## src/rtl/fft_stage_sequencer_pkg.sv

```systemverilog
`default_nettype none
// ============================================================================
//  Package     : fft_pkg
//  Description : Shared types and constants for the 32-point FFT stage
//                sequencer: FSM state encoding, frame geometry and the width
//                of the twiddle-stride / stage-index bus.
//  Revision    : 1.0  initial release
// ============================================================================
package fft_pkg;

  // Frame geometry: 32 points -> log2(32) = 5 radix-2 stages of 16 MACs.
  localparam int FFT_POINTS     = 32;
  localparam int FFT_STAGES     = 5;
  localparam int MACS_PER_STAGE = FFT_POINTS / 2;

  // Stage index doubles as log2 twiddle stride; 3 bits cover up to 8 stages.
  localparam int TW_WIDTH = 3;

  // Sequencer FSM encoding.
  typedef enum logic [1:0] {
    IDLE = 2'd0,
    LOAD = 2'd1,
    RUN  = 2'd2,
    DONE = 2'd3
  } seq_state_e;

endpackage
`default_nettype wire

```

## src/rtl/fft_stage_sequencer_if.sv

```systemverilog
`default_nettype none
// ============================================================================
//  Interface   : fft_stage_sequencer_if
//  Description : Frame handshake and stage-control bus of the FFT stage
//                sequencer.
//                master : sequencer side (drives stage controls, in_ready,
//                         out_valid; receives in_valid, out_ready)
//                slave  : upstream buffer / datapath / downstream side
//  Signals     : in_valid, in_ready   frame accept handshake
//                load_en              Stage1 capture pulse
//                pu_enable            one-hot stage enable
//                sel                  shared MAC sub-cycle select
//                tw_stride            log2 twiddle stride of active stage
//                busy                 LOAD or RUN in progress
//                out_valid, out_ready result handoff handshake
//  Revision    : 1.0  initial release
// ============================================================================
interface fft_stage_sequencer_if
  import fft_pkg::*;
#(
  parameter int NUM_STAGES = FFT_STAGES,
  parameter int SEL_WIDTH  = 3
);

  logic                  in_valid;
  logic                  in_ready;
  logic                  load_en;
  logic [NUM_STAGES-1:0] pu_enable;
  logic [SEL_WIDTH-1:0]  sel;
  logic [TW_WIDTH-1:0]   tw_stride;
  logic                  busy;
  logic                  out_valid;
  logic                  out_ready;

  modport master (
    input  in_valid,
    input  out_ready,
    output in_ready,
    output load_en,
    output pu_enable,
    output sel,
    output tw_stride,
    output busy,
    output out_valid
  );

  modport slave (
    output in_valid,
    output out_ready,
    input  in_ready,
    input  load_en,
    input  pu_enable,
    input  sel,
    input  tw_stride,
    input  busy,
    input  out_valid
  );

endinterface
`default_nettype wire

```

## src/rtl/fft_stage_sequencer_seq_counter.sv

```systemverilog
`default_nettype none
// ============================================================================
//  Module      : fft_seq_counter
//  Description : Nested stage/sel counter. sel counts 0..MAC_CYCLES-1 while
//                adv_i is high; on sel wrap the stage index advances. After
//                the last sel of the last stage both fields return to zero,
//                so the counter is always at 0/0 whenever a run begins.
//  Ports       : clk        in   clock, rising edge
//                reset      in   synchronous active-low reset
//                clr_i      in   synchronous clear to 0/0 (abort)
//                adv_i      in   advance one MAC sub-cycle
//                stage_o    out  current stage index (registered)
//                sel_o      out  current MAC sub-cycle (registered)
//                sel_wrap_o out  sel is on its final sub-cycle
//                last_o     out  final sub-cycle of the final stage
//  Revision    : 1.0  initial release
// ============================================================================
module fft_seq_counter
  import fft_pkg::*;
#(
  parameter int NUM_STAGES = FFT_STAGES,
  parameter int MAC_CYCLES = 4,
  parameter int SEL_WIDTH  = 3
) (
  input  logic                 clk,
  input  logic                 reset,
  input  logic                 clr_i,
  input  logic                 adv_i,
  output logic [TW_WIDTH-1:0]  stage_o,
  output logic [SEL_WIDTH-1:0] sel_o,
  output logic                 sel_wrap_o,
  output logic                 last_o
);

  localparam logic [SEL_WIDTH-1:0] SEL_LAST   = SEL_WIDTH'(MAC_CYCLES - 1);
  localparam logic [TW_WIDTH-1:0]  STAGE_LAST = TW_WIDTH'(NUM_STAGES - 1);

  logic [TW_WIDTH-1:0]  stage_q, stage_d;
  logic [SEL_WIDTH-1:0] sel_q,   sel_d;

  // With MAC_CYCLES==1 SEL_LAST is 0, so every cycle is a wrap and sel
  // never leaves zero.
  assign sel_wrap_o = (sel_q == SEL_LAST);
  assign last_o     = sel_wrap_o && (stage_q == STAGE_LAST);

  always_comb begin
    stage_d = stage_q;
    sel_d   = sel_q;
    if (clr_i) begin
      stage_d = '0;
      sel_d   = '0;
    end else if (adv_i) begin
      if (!sel_wrap_o) begin
        sel_d = sel_q + SEL_WIDTH'(1);
      end else begin
        sel_d   = '0;
        stage_d = last_o ? '0 : stage_q + TW_WIDTH'(1);
      end
    end
  end

  always_ff @(posedge clk) begin
    if (!reset) begin
      stage_q <= '0;
      sel_q   <= '0;
    end else begin
      stage_q <= stage_d;
      sel_q   <= sel_d;
    end
  end

  assign stage_o = stage_q;
  assign sel_o   = sel_q;

endmodule
`default_nettype wire

```

## src/rtl/fft_stage_sequencer.sv

```systemverilog
`default_nettype none
// ============================================================================
//  Module      : fft_stage_sequencer
//  Description : Sequences one 32-point frame through the butterfly stages.
//                IDLE accepts a frame, LOAD pulses load_en for one cycle,
//                RUN walks every stage for MAC_CYCLES cycles with a one-hot
//                pu_enable, DONE holds out_valid until out_ready.
//                Accept edge to out_valid is 1 + NUM_STAGES*MAC_CYCLES cycles.
//  Ports       : clk          in   clock, rising edge
//                reset        in   synchronous active-low reset (beats clear)
//                clear_i      in   synchronous abort back to IDLE
//                frame_cnt_o  out  completed frames (FFT_SEQ_PERF_CNT_EN only)
//                stall_cnt_o  out  DONE backpressure cycles (FFT_SEQ_PERF_CNT_EN
//                                  only)
//                bus          --   fft_stage_sequencer_if.master
//  Config      : `define FFT_SEQ_PERF_CNT_EN adds the frame/stall counters.
//                Default build omits them.
//  Revision    : 1.0  initial release
// ============================================================================
module fft_stage_sequencer
  import fft_pkg::*;
#(
  parameter int NUM_STAGES = FFT_STAGES,
  parameter int MAC_CYCLES = 4,
  parameter int SEL_WIDTH  = 3
) (
  input  logic                  clk,
  input  logic                  reset,
  input  logic                  clear_i,
`ifdef FFT_SEQ_PERF_CNT_EN
  output logic [15:0]           frame_cnt_o,
  output logic [15:0]           stall_cnt_o,
`endif
  fft_stage_sequencer_if.master bus
);

  seq_state_e            state_q;
  logic                  load_en_q;
  logic                  busy_q;
  logic                  out_valid_q;
  logic [NUM_STAGES-1:0] pu_enable_q;

  logic [TW_WIDTH-1:0]   stage_w;
  logic [SEL_WIDTH-1:0]  sel_w;
  logic                  sel_wrap_w;
  logic                  last_w;
  logic                  run_w;

  assign run_w = (state_q == RUN);

  fft_seq_counter #(
    .NUM_STAGES (NUM_STAGES),
    .MAC_CYCLES (MAC_CYCLES),
    .SEL_WIDTH  (SEL_WIDTH)
  ) u_counter (
    .clk        (clk),
    .reset      (reset),
    .clr_i      (clear_i),
    .adv_i      (run_w),
    .stage_o    (stage_w),
    .sel_o      (sel_w),
    .sel_wrap_o (sel_wrap_w),
    .last_o     (last_w)
  );

  // Control FSM; every stage-control output is a register updated here.
  always_ff @(posedge clk) begin
    if (!reset || clear_i) begin
      state_q     <= IDLE;
      load_en_q   <= 1'b0;
      busy_q      <= 1'b0;
      out_valid_q <= 1'b0;
      pu_enable_q <= '0;
    end else begin
      unique case (state_q)
        IDLE: begin
          if (bus.in_valid) begin
            state_q   <= LOAD;
            load_en_q <= 1'b1;
            busy_q    <= 1'b1;
          end
        end
        LOAD: begin
          state_q     <= RUN;
          load_en_q   <= 1'b0;
          pu_enable_q <= NUM_STAGES'(1);
        end
        RUN: begin
          if (last_w) begin
            state_q     <= DONE;
            pu_enable_q <= '0;
            busy_q      <= 1'b0;
            out_valid_q <= 1'b1;
          end else if (sel_wrap_w) begin
            pu_enable_q <= pu_enable_q << 1;
          end
        end
        DONE: begin
          if (bus.out_ready) begin
            state_q     <= IDLE;
            out_valid_q <= 1'b0;
          end
        end
        default: begin
          state_q <= IDLE;
        end
      endcase
    end
  end

  // in_ready is a pure decode of the state register, so it never depends
  // combinationally on in_valid.
  assign bus.in_ready  = (state_q == IDLE);
  assign bus.load_en   = load_en_q;
  assign bus.busy      = busy_q;
  assign bus.out_valid = out_valid_q;
  assign bus.pu_enable = pu_enable_q;
  // Counter sits at 0/0 outside RUN, so sel and tw_stride read zero there.
  assign bus.sel       = sel_w;
  assign bus.tw_stride = stage_w;

`ifdef FFT_SEQ_PERF_CNT_EN
  logic [15:0] frame_cnt_q;
  logic [15:0] stall_cnt_q;

  // Statistics survive clear; only reset zeroes them.
  always_ff @(posedge clk) begin
    if (!reset) begin
      frame_cnt_q <= '0;
      stall_cnt_q <= '0;
    end else if (state_q == DONE) begin
      // An abort out of DONE is not a delivered frame.
      if (bus.out_ready && !clear_i) begin
        frame_cnt_q <= frame_cnt_q + 16'd1;
      end
      if (!bus.out_ready && (stall_cnt_q != 16'hFFFF)) begin
        stall_cnt_q <= stall_cnt_q + 16'd1;
      end
    end
  end

  assign frame_cnt_o = frame_cnt_q;
  assign stall_cnt_o = stall_cnt_q;
`endif

endmodule
`default_nettype wire

```

## src/flat_wrapper.sv

```systemverilog
// flat-port wrapper written by rule: the top's interface ports become plain ports
module fft_stage_sequencer_flat import fft_pkg::*;
#(
  parameter int NUM_STAGES = FFT_STAGES,
  parameter int MAC_CYCLES = 4,
  parameter int SEL_WIDTH  = 3
)
  (clk, reset, clear_i, bus_in_valid, bus_out_ready, bus_in_ready, bus_load_en, bus_pu_enable, bus_sel, bus_tw_stride, bus_busy, bus_out_valid);
  fft_stage_sequencer_if #(.NUM_STAGES(NUM_STAGES), .SEL_WIDTH(SEL_WIDTH)) bus_i ();
  input  logic clk;
  input  logic reset;
  input  logic clear_i;
  input wire logic [$bits(bus_i.in_valid)-1:0] bus_in_valid;
  input wire logic [$bits(bus_i.out_ready)-1:0] bus_out_ready;
  output wire logic [$bits(bus_i.in_ready)-1:0] bus_in_ready;
  output wire logic [$bits(bus_i.load_en)-1:0] bus_load_en;
  output wire logic [$bits(bus_i.pu_enable)-1:0] bus_pu_enable;
  output wire logic [$bits(bus_i.sel)-1:0] bus_sel;
  output wire logic [$bits(bus_i.tw_stride)-1:0] bus_tw_stride;
  output wire logic [$bits(bus_i.busy)-1:0] bus_busy;
  output wire logic [$bits(bus_i.out_valid)-1:0] bus_out_valid;
  assign bus_i.in_valid = bus_in_valid;
  assign bus_i.out_ready = bus_out_ready;
  assign bus_in_ready = bus_i.in_ready;
  assign bus_load_en = bus_i.load_en;
  assign bus_pu_enable = bus_i.pu_enable;
  assign bus_sel = bus_i.sel;
  assign bus_tw_stride = bus_i.tw_stride;
  assign bus_busy = bus_i.busy;
  assign bus_out_valid = bus_i.out_valid;
  fft_stage_sequencer #(.NUM_STAGES(NUM_STAGES), .MAC_CYCLES(MAC_CYCLES), .SEL_WIDTH(SEL_WIDTH)) u_core (.clk(clk), .reset(reset), .clear_i(clear_i), .bus(bus_i));
endmodule
```

## config.mk

```make
export PLATFORM = sky130hd
export DESIGN_NAME = fft_stage_sequencer_flat
export DESIGN_NICKNAME = d
export VERILOG_FILES = /design/src/rtl/fft_stage_sequencer_pkg.sv /design/src/rtl/fft_stage_sequencer_if.sv /design/src/rtl/fft_stage_sequencer_seq_counter.sv /design/src/rtl/fft_stage_sequencer.sv /design/src/flat_wrapper.sv
export SDC_FILE = /design/constraint.sdc
export NUM_CORES = 1
export LEC_CHECK = 0
export ABC_AREA = 1
export CAP_MARGIN = 20
export CORE_MARGIN = 3
export CORE_UTILIZATION = 40
export DETAILED_ROUTE_END_ITERATION = 8
export PLACE_DENSITY = 0.74
export SLEW_MARGIN = 20
export SYNTH_ARGS = -nofsm -noshare
export SYNTH_HDL_FRONTEND = slang
export SYNTH_HIERARCHICAL = 1
export SYNTH_SLANG_ARGS = --single-unit
```

## constraint.sdc

```tcl
create_clock -name clk -period 3.27 [get_ports clk]
set_input_delay 0.4905 -clock clk [delete_from_list [all_inputs] [get_ports clk]]
set_output_delay 0.4905 -clock clk [all_outputs]
set_load 0.005 [all_outputs]
```

# ---- Word-level counts from Yosys, hierarchy flattened
# Index checks and enable logic that the tools add are counted.
dict set report totals {
  ff_bits 16
  latch_bits 0
  mem_bits_rw 0
  rom_bits 0
  inputBits 5
  out_inout_bits 15
  memories 0
}
dict set report op_classes {
  n_addsub 2
  n_mul 0
  div 0
  n_lt_le_gt_ge 0
  eq_ne 9
  shift 0
  mux 16
  n_bitwise 1
  reduce_logical 15
}
# operator count
set ops {}
lappend ops {{two-way mux 5 bit} 2}
lappend ops {{one-hot mux 5 bit (2 select lines)} 1}
lappend ops {{AND reduction 3 bit} 3}
lappend ops {{one-hot mux 2 bit (4 select lines)} 1}
lappend ops {{nonzero test 2 bit} 4}
lappend ops {{adder 3 x 1 -> 3 bit (second input constant)} 2}
lappend ops {{two-way mux 2 bit} 3}
lappend ops {{two-way mux 3 bit} 2}
lappend ops {{!= test 2 bit (second input constant)} 3}
lappend ops {{one-hot mux 1 bit (2 select lines)} 3}
lappend ops {{AND reduction 2 bit} 3}
lappend ops {{equality test 2 bit (second input constant)} 2}
lappend ops {{two-way mux 1 bit} 4}
lappend ops {{equality test 3 x 2 -> 1 bit (second input constant)} 1}
lappend ops {{equality test 3 bit (second input constant)} 1}
lappend ops {{!= test 3 bit (second input constant)} 1}
lappend ops {{equality test 2 x 1 -> 1 bit (second input constant)} 1}
lappend ops {{zero test 2 bit} 1}
lappend ops {{OR reduction 2 bit} 1}
lappend ops {{logical AND 1 bit} 1}
lappend ops {{zero test 1 bit} 1}
lappend ops {{logical OR 1 bit} 1}
lappend ops {{inverter 1 bit} 1}

# ---- Longest topological paths before layout
# Gate-level depths: netlist (run 1).
dict set report depth {
  ltp_word 4
  mapped_depth 11
}

# ---- By module
# The synthesis (run 1) kept the hierarchy.
# mod instances cells_per_inst area_each_um2 seq_area_each_um2
set by_module_without_submodules {}
lappend by_module_without_submodules {fft_stage_sequencer 1 86 585.6 200.2}
lappend by_module_without_submodules {fft_seq_counter 1 47 349.1 120.1}

# ---- Worst setup path before layout (run 1)
# Ideal clock, no wire load.
dict set report synth_timing {
  kind {register to register}
  start {reg u_core.u_counter.sel_q[0], in the netlist u_core/u_counter/sel_o[0]}
  end {reg u_core.state_q[0]}
  setup_ns 0.113
  t_arrival_ns 1.344
  required_ns 3.157
  setup_slack_ns 1.813
  stages_incl_launch_ff 11
  n_path_buf 0
  path_cell_list {dfxtp_1 ha_1 inv_2 nor2_4 inv_2 nor2_1 inv_2 nand2_1 nand3_2 nor2_1 nor2_1}
}
dict set report synth_via {
  elab_chain_len 4
}
# item line_no
set synth_rtl {}
lappend synth_rtl {{from (decl)} fft_stage_sequencer_seq_counter.sv:39} ;# logic [SEL_WIDTH-1:0] sel_q, sel_d;
lappend synth_rtl {{from (signal assigned)} fft_stage_sequencer_seq_counter.sv:68} ;# sel_q <= sel_d;
lappend synth_rtl {{equality test 3 x 2 -> 1 bit} fft_stage_sequencer_seq_counter.sv:43} ;# assign sel_wrap_o = (sel_q == SEL_LAST);
lappend synth_rtl {{via u_core.sel_wrap_w} fft_stage_sequencer.sv:45} ;# logic sel_wrap_w;
lappend synth_rtl {{logical AND 1 bit} fft_stage_sequencer_seq_counter.sv:44} ;# assign last_o = sel_wrap_o && (stage_q == STAGE_LAST);
lappend synth_rtl {{via u_core.last_w} fft_stage_sequencer.sv:46} ;# logic last_w;
lappend synth_rtl {{!= test 2 bit (no line)} n/a}
lappend synth_rtl {{AND reduction 3 bit (no line)} n/a}
lappend synth_rtl {{to (signal assigned)} fft_stage_sequencer.sv:69} ;# state_q <= IDLE;
lappend synth_rtl {{to (signal assigned)} fft_stage_sequencer.sv:78} ;# state_q <= LOAD;
lappend synth_rtl {{to (signal assigned)} fft_stage_sequencer.sv:84} ;# state_q <= RUN;
lappend synth_rtl {{to (decl)} fft_stage_sequencer.sv:37} ;# seq_state_e state_q;
# The timed path passes the listed nets, and every way through them passes these cells.
# A chain may end at the register's enable or synchronous reset.

# ---- Worst setup path after layout (run 1)
dict set report layout_timing {
  start {reg u_core.state_q[0]}
  end {out bus_in_ready}
}
dict set report layout_via {
  elab_chain_len 1
}
# item line_no
set layout_rtl {}
lappend layout_rtl {{zero test 2 bit} fft_stage_sequencer.sv:113} ;# assign bus.in_ready = (state_q == IDLE);
lappend layout_rtl {{to (decl)} flat_wrapper.sv:15} ;# output wire logic [$bits(bus_i.in_ready)-1:0] bus_in_ready;
# No other way between the ends.

==> results of run 1 <==
-- flip-flops by register name, summed over array words and instances, names as in the netlist --
name and cells:
u_core/u_counter/sel_o 3, u_core/u_counter/stage_o 3, u_core/bus.pu_enable 5, u_core/bus.out_valid 1, u_core/bus.load_en 1, u_core/bus.busy 1, u_core/state_q 2
-- synth_stat cells --
cell type	instances	area share, %
a21oi_1	7	3.7
a21oi_2	2	1.9
buf_4	1	0.80
buf_6	1	1.2
dfxtp_1	16	34
ha_1	9	12
inv_1	18	7.2
inv_2	5	2.0
nand2_1	31	12
nand2_2	1	0.67
nand3_1	11	5.9
nand3_2	3	3.2
nand3b_1	1	0.80
nand4_1	1	0.67
nor2_1	18	7.2
nor2_2	1	0.67
nor2_4	2	2.4
nor3_1	1	0.53
o21ai_0	2	1.1
o21ai_1	1	0.53
or2_0	1	0.67
-- kinds of logic after synthesis --
logic type                 count (synthesis)
AOI/OAI and AO/OA                         12
adders and majority gates                  9
buffers and inverters                     25
DFF                                       16
and+or+nand+nor                           71
-- layout by cell type (no fill, tap or decap), drive strengths merged, types with 3 or more instances in the layout --
cell type      synthesis  layout
a21oi                  9       9
clkbuf                 0       4
clkdlybuf4s50          0      19
dfxtp                 16      16
ha                     9       9
inv                   23      23
nand2                 32      32
nand3                 14      14
nor2                  21      21
o21ai                  3       3
-- layer usage --
layer | part of all wire (%) | vias to the layer above | wire (µm)
met4 | 0.64 | 0 | 12
met5 | 0 | - | 0
met1 | 43 | 370 | 810
li1 | - | 452 | -
met3 | 4.7 | 2 | 88
met2 | 51 | 13 | 958
-- power breakdown --
group          internal, mW  leakage, nW  switching, mW
Combinational        0.0335        0.336         0.0405
Clock                0.0678       0.0210         0.0599
Sequential            0.201        0.130        0.00463
Total                 0.302        0.486          0.105
-- how the worst min path moves through the flow --
stage / start / end / slack (ns) / cells past startpoint
2_1_floorplan: u_core/bus.out_valid$_SDFFE_PP0P_ / u_core/bus.out_valid$_SDFFE_PP0P_ / 0.46 / 2
3_3_place_gp: u_core/bus.pu_enable[4]$_SDFFE_PP0P_ / u_core/bus.pu_enable[4]$_SDFFE_PP0P_ / 0.47 / 2
3_5_place_dp: u_core/bus.out_valid$_SDFFE_PP0P_ / u_core/bus.out_valid$_SDFFE_PP0P_ / 0.47 / 2
4_1_cts: u_core/bus.out_valid$_SDFFE_PP0P_ / u_core/bus.out_valid$_SDFFE_PP0P_ / 0.49 / 2
5_1_grt: u_core/u_counter/sel_o[1]$_SDFFE_PP0P_ / u_core/u_counter/sel_o[1]$_SDFFE_PP0P_ / 0.52 / 2
6_report: u_core/bus.pu_enable[4]$_SDFFE_PP0P_ / u_core/bus.pu_enable[4]$_SDFFE_PP0P_ / 0.49 / 2
-- worst register-to-register path: stages (launching register included) --
cell and delay (ns):
dfxtp_1 0.34, inv_1 0.15, ha_1 0.58, nand2_2 0.11, nor2_2 0.17, nand3_2 0.11, a21oi_2 0.14
-- final cells by class --
cell class | instances | area (µm²)
Clock buffer | 4 | 36.3
Fill cell | 205 | 906
Inverter | 23 | 86.3
Multi-Input combinational cell | 92 | 509
Sequential cell | 16 | 320
Tap cell | 27 | 33.8
Timing Repair Buffer | 19 | 190
==> out/qor.yml, run 1 <==
clock_network:
  max-clock-path-buffers: 2
  worstSkewPairLatency_ns: 0.28
  numCtsBuffers: 3
  htree_num_levels: 1
  cts_setup_buffers: 0
  cts_tree: "yes"
  cts_resized: 0
  clock-sinks: 16
  clock-root-buffer: "clkbuf_4"
  clk_pin_slew_ns: 0.09
  cts.hold.buffers_added: 0
synthesis:
  yosys.area_share.simple_pct: 35.2
  synthCells: 133
  synth_area_per_cell_um2: 7.03
  synth-xor-area-share_pct: 0
  synth_top_family_by_area: "simple AND/OR/NAND/NOR gates"
  ys_seq_area_share_pct: 34.3
  synth-seq-cells: 16
  yosysWarnings: 6
  syn_nets: 147
  synth-adder-area-share_pct: 12.0
  synth_cell_type_count: 21
  synth_area_um2: 935
  synth_compound_area_share_pct: 7.23
  synth_mux_area_share_pct: 0
setup_path:
  crit_arrival_ns: 1.54
  reg2reg_slack_ns: 1.62
  r2r_cells: 6
  crit_buf_inv: 2
  endpoint: "bus_in_ready"
  worst-path-max-fanout: 5
  path_cells: "inv_1 -> ha_1 -> clkdlybuf4s50_1"
  worstPathRequired_ns: 2.78
  reg2reg_to: "u_core/u_counter/stage_o[2]$_SDFFE_PP0P_"
  crit_type: "flop to output pin"
  end_kind: "output pin"
  crit_cells: 3
  cpMaxStageDelayCell: "clkdlybuf4s50_1"
  cp-start-kind: "flop"
  cpPeakStageDelay_ns: 0.52
  crit_path_start: "u_core/state_q[0]$_SDFFE_PP0P_"
  crit_family: "buffers and inverters"
  r2r_start: "u_core/state_q[0]$_SDFFE_PP0P_"
layout:
  antenna_cells: 0
  fin_util_pct: 56.5
  area_growth_pct: 25.8
  final_area_um2: 1180
  fin_nets: 169
  drive_gt1_share_pct: 11.7
  final_cells: 181
sta:
  hold_violations: 0
  setup_tns_ns: 0
  timing.final.crit_share_pct: 62.2
  hold_ws_ns: 0.492
  finalSetupViolCount: 0
  grt_setup_unrepaired: "false"
  final_max_slew_viol_count: 0
  worstMarginPinSlew_ns: 0.615
  fin_ws_ns: 1.24
  skew_ns: 0.00299
  finalCriticalPeriod_ns: 2.03
  maxSlewHeadroom_pct: 59.0
  fmax_mhz: 492
route:
  drtPass1Iterations: 3
  avgViaCountPerCell: 4.62
  drtIter0Drc: 12
  route.detailed.drc: 0
  wire_per_inst_um: 10.3
  wl_um: 1870
  dr_total_vias: 837
  drtAntennaViolNets: 0
power:
  finalPower_uw: 407
  ir_drop_mv: 0.251
  powerDensity_nw_per_um2: 346
  p_leak_nw: 0.486
floorplanning:
  io_pins: 20
  dieHeight_um: 54.3
  dieArea_um2: 2950
  row_count: 16
  start_util_pct: 44.9
  core_area_um2: 2080
  fp.dieW_um: 54.3
global_routing:
  grt_pass1_vias: 799
  antenna_found_initial: 0
  groute.layer.met2.usage_pct: 28.3
  grt_util_all_layers_pct: 15.6
  grt_max_degree: 17
  grt_use_met1_pct: 16.8
  grt.met3_usage_pct: 5.99
  grt_pass1_wl_um: 3270
  grt_overflow_total: 0
  top_usage_layer: "met2"
placement:
  place_area_um2: 1140
  place.gp.congestion: 0.838
  dp_hpwl_um: 1470
  numPortBuffers: 19
  dp_cells: 177
  place_ws_ns: 1.55
flow_run:
  maxCapViolations: 0
status:
  run_status: "complete, no violations"
worst_hold_path:
  hp-class: "flop to flop"
Note: power is estimated with default switching activity, not from simulation.
==> run 2: changes to the inputs <==
==> constraint.sdc (replaced) <==
create_clock -name clk -period 2.11 [get_ports clk]
set_input_delay 0.3165 -clock clk [delete_from_list [all_inputs] [get_ports clk]]
set_output_delay 0.3165 -clock clk [all_outputs]
set_load 0.005 [all_outputs]
==> out/qor.yml, run 2 (synthesized netlist as in run 1, its figures left out) <==
clock_network:
  numCtsBuffers: 3  # unchanged
  cts_resized: 0  # unchanged
  htree_num_levels: 1  # unchanged
  cts_setup_buffers: 0  # unchanged
  max-clock-path-buffers: 2  # unchanged
  clk_pin_slew_ns: 0.10  # about the same
  cts.hold.buffers_added: 0  # unchanged
  worstSkewPairLatency_ns: 0.29  # about the same
  cts_tree: "yes"
  clock-root-buffer: "clkbuf_4"
  clock-sinks: 16  # unchanged
route:
  avgViaCountPerCell: 4.65  # +0.60%
  wire_per_inst_um: 10.2  # -1.6%
  drtIter0Drc: 6  # -6
  dr_total_vias: 842  # +0.60%
  wl_um: 1840  # -1.6%
  drtAntennaViolNets: 0  # unchanged
  drtPass1Iterations: 4  # +1
  route.detailed.drc: 0  # unchanged
setup_path:
  crit_type: "flop to output pin"
  crit_arrival_ns: 1.57  # +0.03 ns
  crit_family: "buffers and inverters"
  cpPeakStageDelay_ns: 0.53  # about the same
  crit_cells: 3  # unchanged
  cp-start-kind: "flop"
  worstPathRequired_ns: 1.79  # -0.99 ns
  crit_buf_inv: 2  # unchanged
  end_kind: "output pin"
  worst-path-max-fanout: 5  # unchanged
  r2r_cells: 9  # +3
  cpMaxStageDelayCell: "clkdlybuf4s50_1"
  path_cells: "inv_1 -> ha_1 -> clkdlybuf4s50_1"
floorplanning:
  core_area_um2: 2080  # unchanged
  fp.dieW_um: 54.3  # unchanged
  row_count: 16  # unchanged
  dieArea_um2: 2950  # unchanged
  io_pins: 20  # unchanged
  start_util_pct: 44.9  # unchanged
  dieHeight_um: 54.3  # unchanged
sta:
  worstMarginPinSlew_ns: 0.520  # -0.0948 ns
  skew_ns: 0.00568  # +0.00269 ns
  grt_setup_unrepaired: "false"
  timing.final.crit_share_pct: 89.2
  setup_tns_ns: 0  # unchanged
  final_max_slew_viol_count: 0  # unchanged
  maxSlewHeadroom_pct: 65.3  # +6.3 points
  fmax_mhz: 531
  hold_violations: 0  # unchanged
  finalCriticalPeriod_ns: 1.88
  finalSetupViolCount: 0  # unchanged
  hold_ws_ns: 0.492  # +0.000329 ns
flow_run:
  maxCapViolations: 0  # unchanged
placement:
  numPortBuffers: 19  # unchanged
  dp_hpwl_um: 1500  # +2.7%
  place.gp.congestion: 0.804  # -4.0%
power:
  powerDensity_nw_per_um2: 542  # +57%
  ir_drop_mv: 0.377  # +50%
  p_leak_nw: 0.486  # unchanged
layout:
  final_cell_mix: "nand2_1, clkdlybuf4s50_1, inv_1, nor2_1, dfxtp_1"
  drive_gt1_share_pct: 11.7  # unchanged
  largest_register_ff_count: 5  # unchanged
  antenna_cells: 0  # unchanged
  fin_nets: 169  # unchanged
  area_growth_pct: 25.8  # unchanged
  final_common_cell: "nand2_1"
status:
  run_status: "complete, no violations"
global_routing:
  grt_pass1_wl_um: 3310  # +1.1%
  grt_overflow_total: 0  # unchanged
  grt_pass1_vias: 800  # +0.13%
  antenna_found_initial: 0  # unchanged
  grt_util_all_layers_pct: 15.8  # +0.11 points
  grt_max_degree: 17  # unchanged
worst_hold_path:
  hp-class: "flop to flop"
  min_path_cells: 2  # unchanged
[run 2: cell counts in the layout (fill, tap and decap cells not counted)]
Identical to the previous run, type by type.
[run 2: worst paths after layout]
check | start | to | slack [ns]
hold reg to reg | u_core/bus.pu_enable[4]$_SDFFE_PP0P_ | u_core/bus.pu_enable[4]$_SDFFE_PP0P_ | 0.49
setup / recovery | u_core/state_q[0]$_SDFFE_PP0P_ | bus_in_ready | 0.23
hold / removal | u_core/bus.pu_enable[4]$_SDFFE_PP0P_ | u_core/bus.pu_enable[4]$_SDFFE_PP0P_ | 0.49
setup reg to reg | u_core/u_counter/sel_o[0]$_SDFFE_PP0P_ | u_core/bus.pu_enable[3]$_SDFFE_PP0P_ | 0.46
[run 2: power breakdown]
group | total (mW) | internal (mW) | switching, mW
clock | 0.205 | 0.105 | 0.0994
combinational | 0.114 | 0.0519 | 0.0618
sequential | 0.320 | 0.311 | 0.00817
total | 0.638 | 0.469 | 0.169
[run 2: worst min-delay path: stages (launching register included)]
cell	delay (ns)
dfxtp_1	0.32
nor2_1	0.09
nor2_1	0.05
[run 2: per-layer routing]
| layer | vias up | part of all wire (%) | track usage (%) |
|---|---|---|---|
| met5 | - | 0 | 0 |
| met4 | 0 | 1.4 | 5.39 |
| met3 | 6 | 5.3 | 6.54 |
| met2 | 16 | 48 | 27.1 |
| met1 | 367 | 45 | 17.3 |
| li1 | 453 | - | - |
[run 2: through the flow]
stage / power (mW) / setup slack [ns] / util (%) / area (µm²) / cells
3_5_place_dp: 0.441 / 0.488 / 54.7 / 1140 / 177
2_1_floorplan: 0.402 / 0.653 / - / 935 / 133
4_1_cts: 0.645 / 0.215 / 56.5 / 1180 / 181
5_1_grt: 0.676 / 0.108 / 56.5 / 1180 / 181
6_report: 0.638 / 0.227 / 56.5 / 1180 / 181
3_3_place_gp: 0.438 / 0.558 / 54.7 / 1140 / 177
[run 2: layout make-up]
class	count	area, µm²
Clock buffer	4	36.3
Fill cell	219	906
Inverter	23	86.3
Multi-Input combinational cell	92	509
Sequential cell	16	320
Tap cell	27	33.8
Timing Repair Buffer	19	190
==> run 3: changes to the inputs <==
--- a/config.mk
+++ b/config.mk
@@ -6,6 +6,7 @@
 export NUM_CORES = 1
 export LEC_CHECK = 0
 export ABC_AREA = 1
+export ABC_CLOCK_PERIOD_IN_PS = 2110
 export CAP_MARGIN = 20
 export CORE_MARGIN = 3
 export CORE_UTILIZATION = 40
==> results of run 3 <==
Final layout, timing and power as in run 2 (identical DEF).
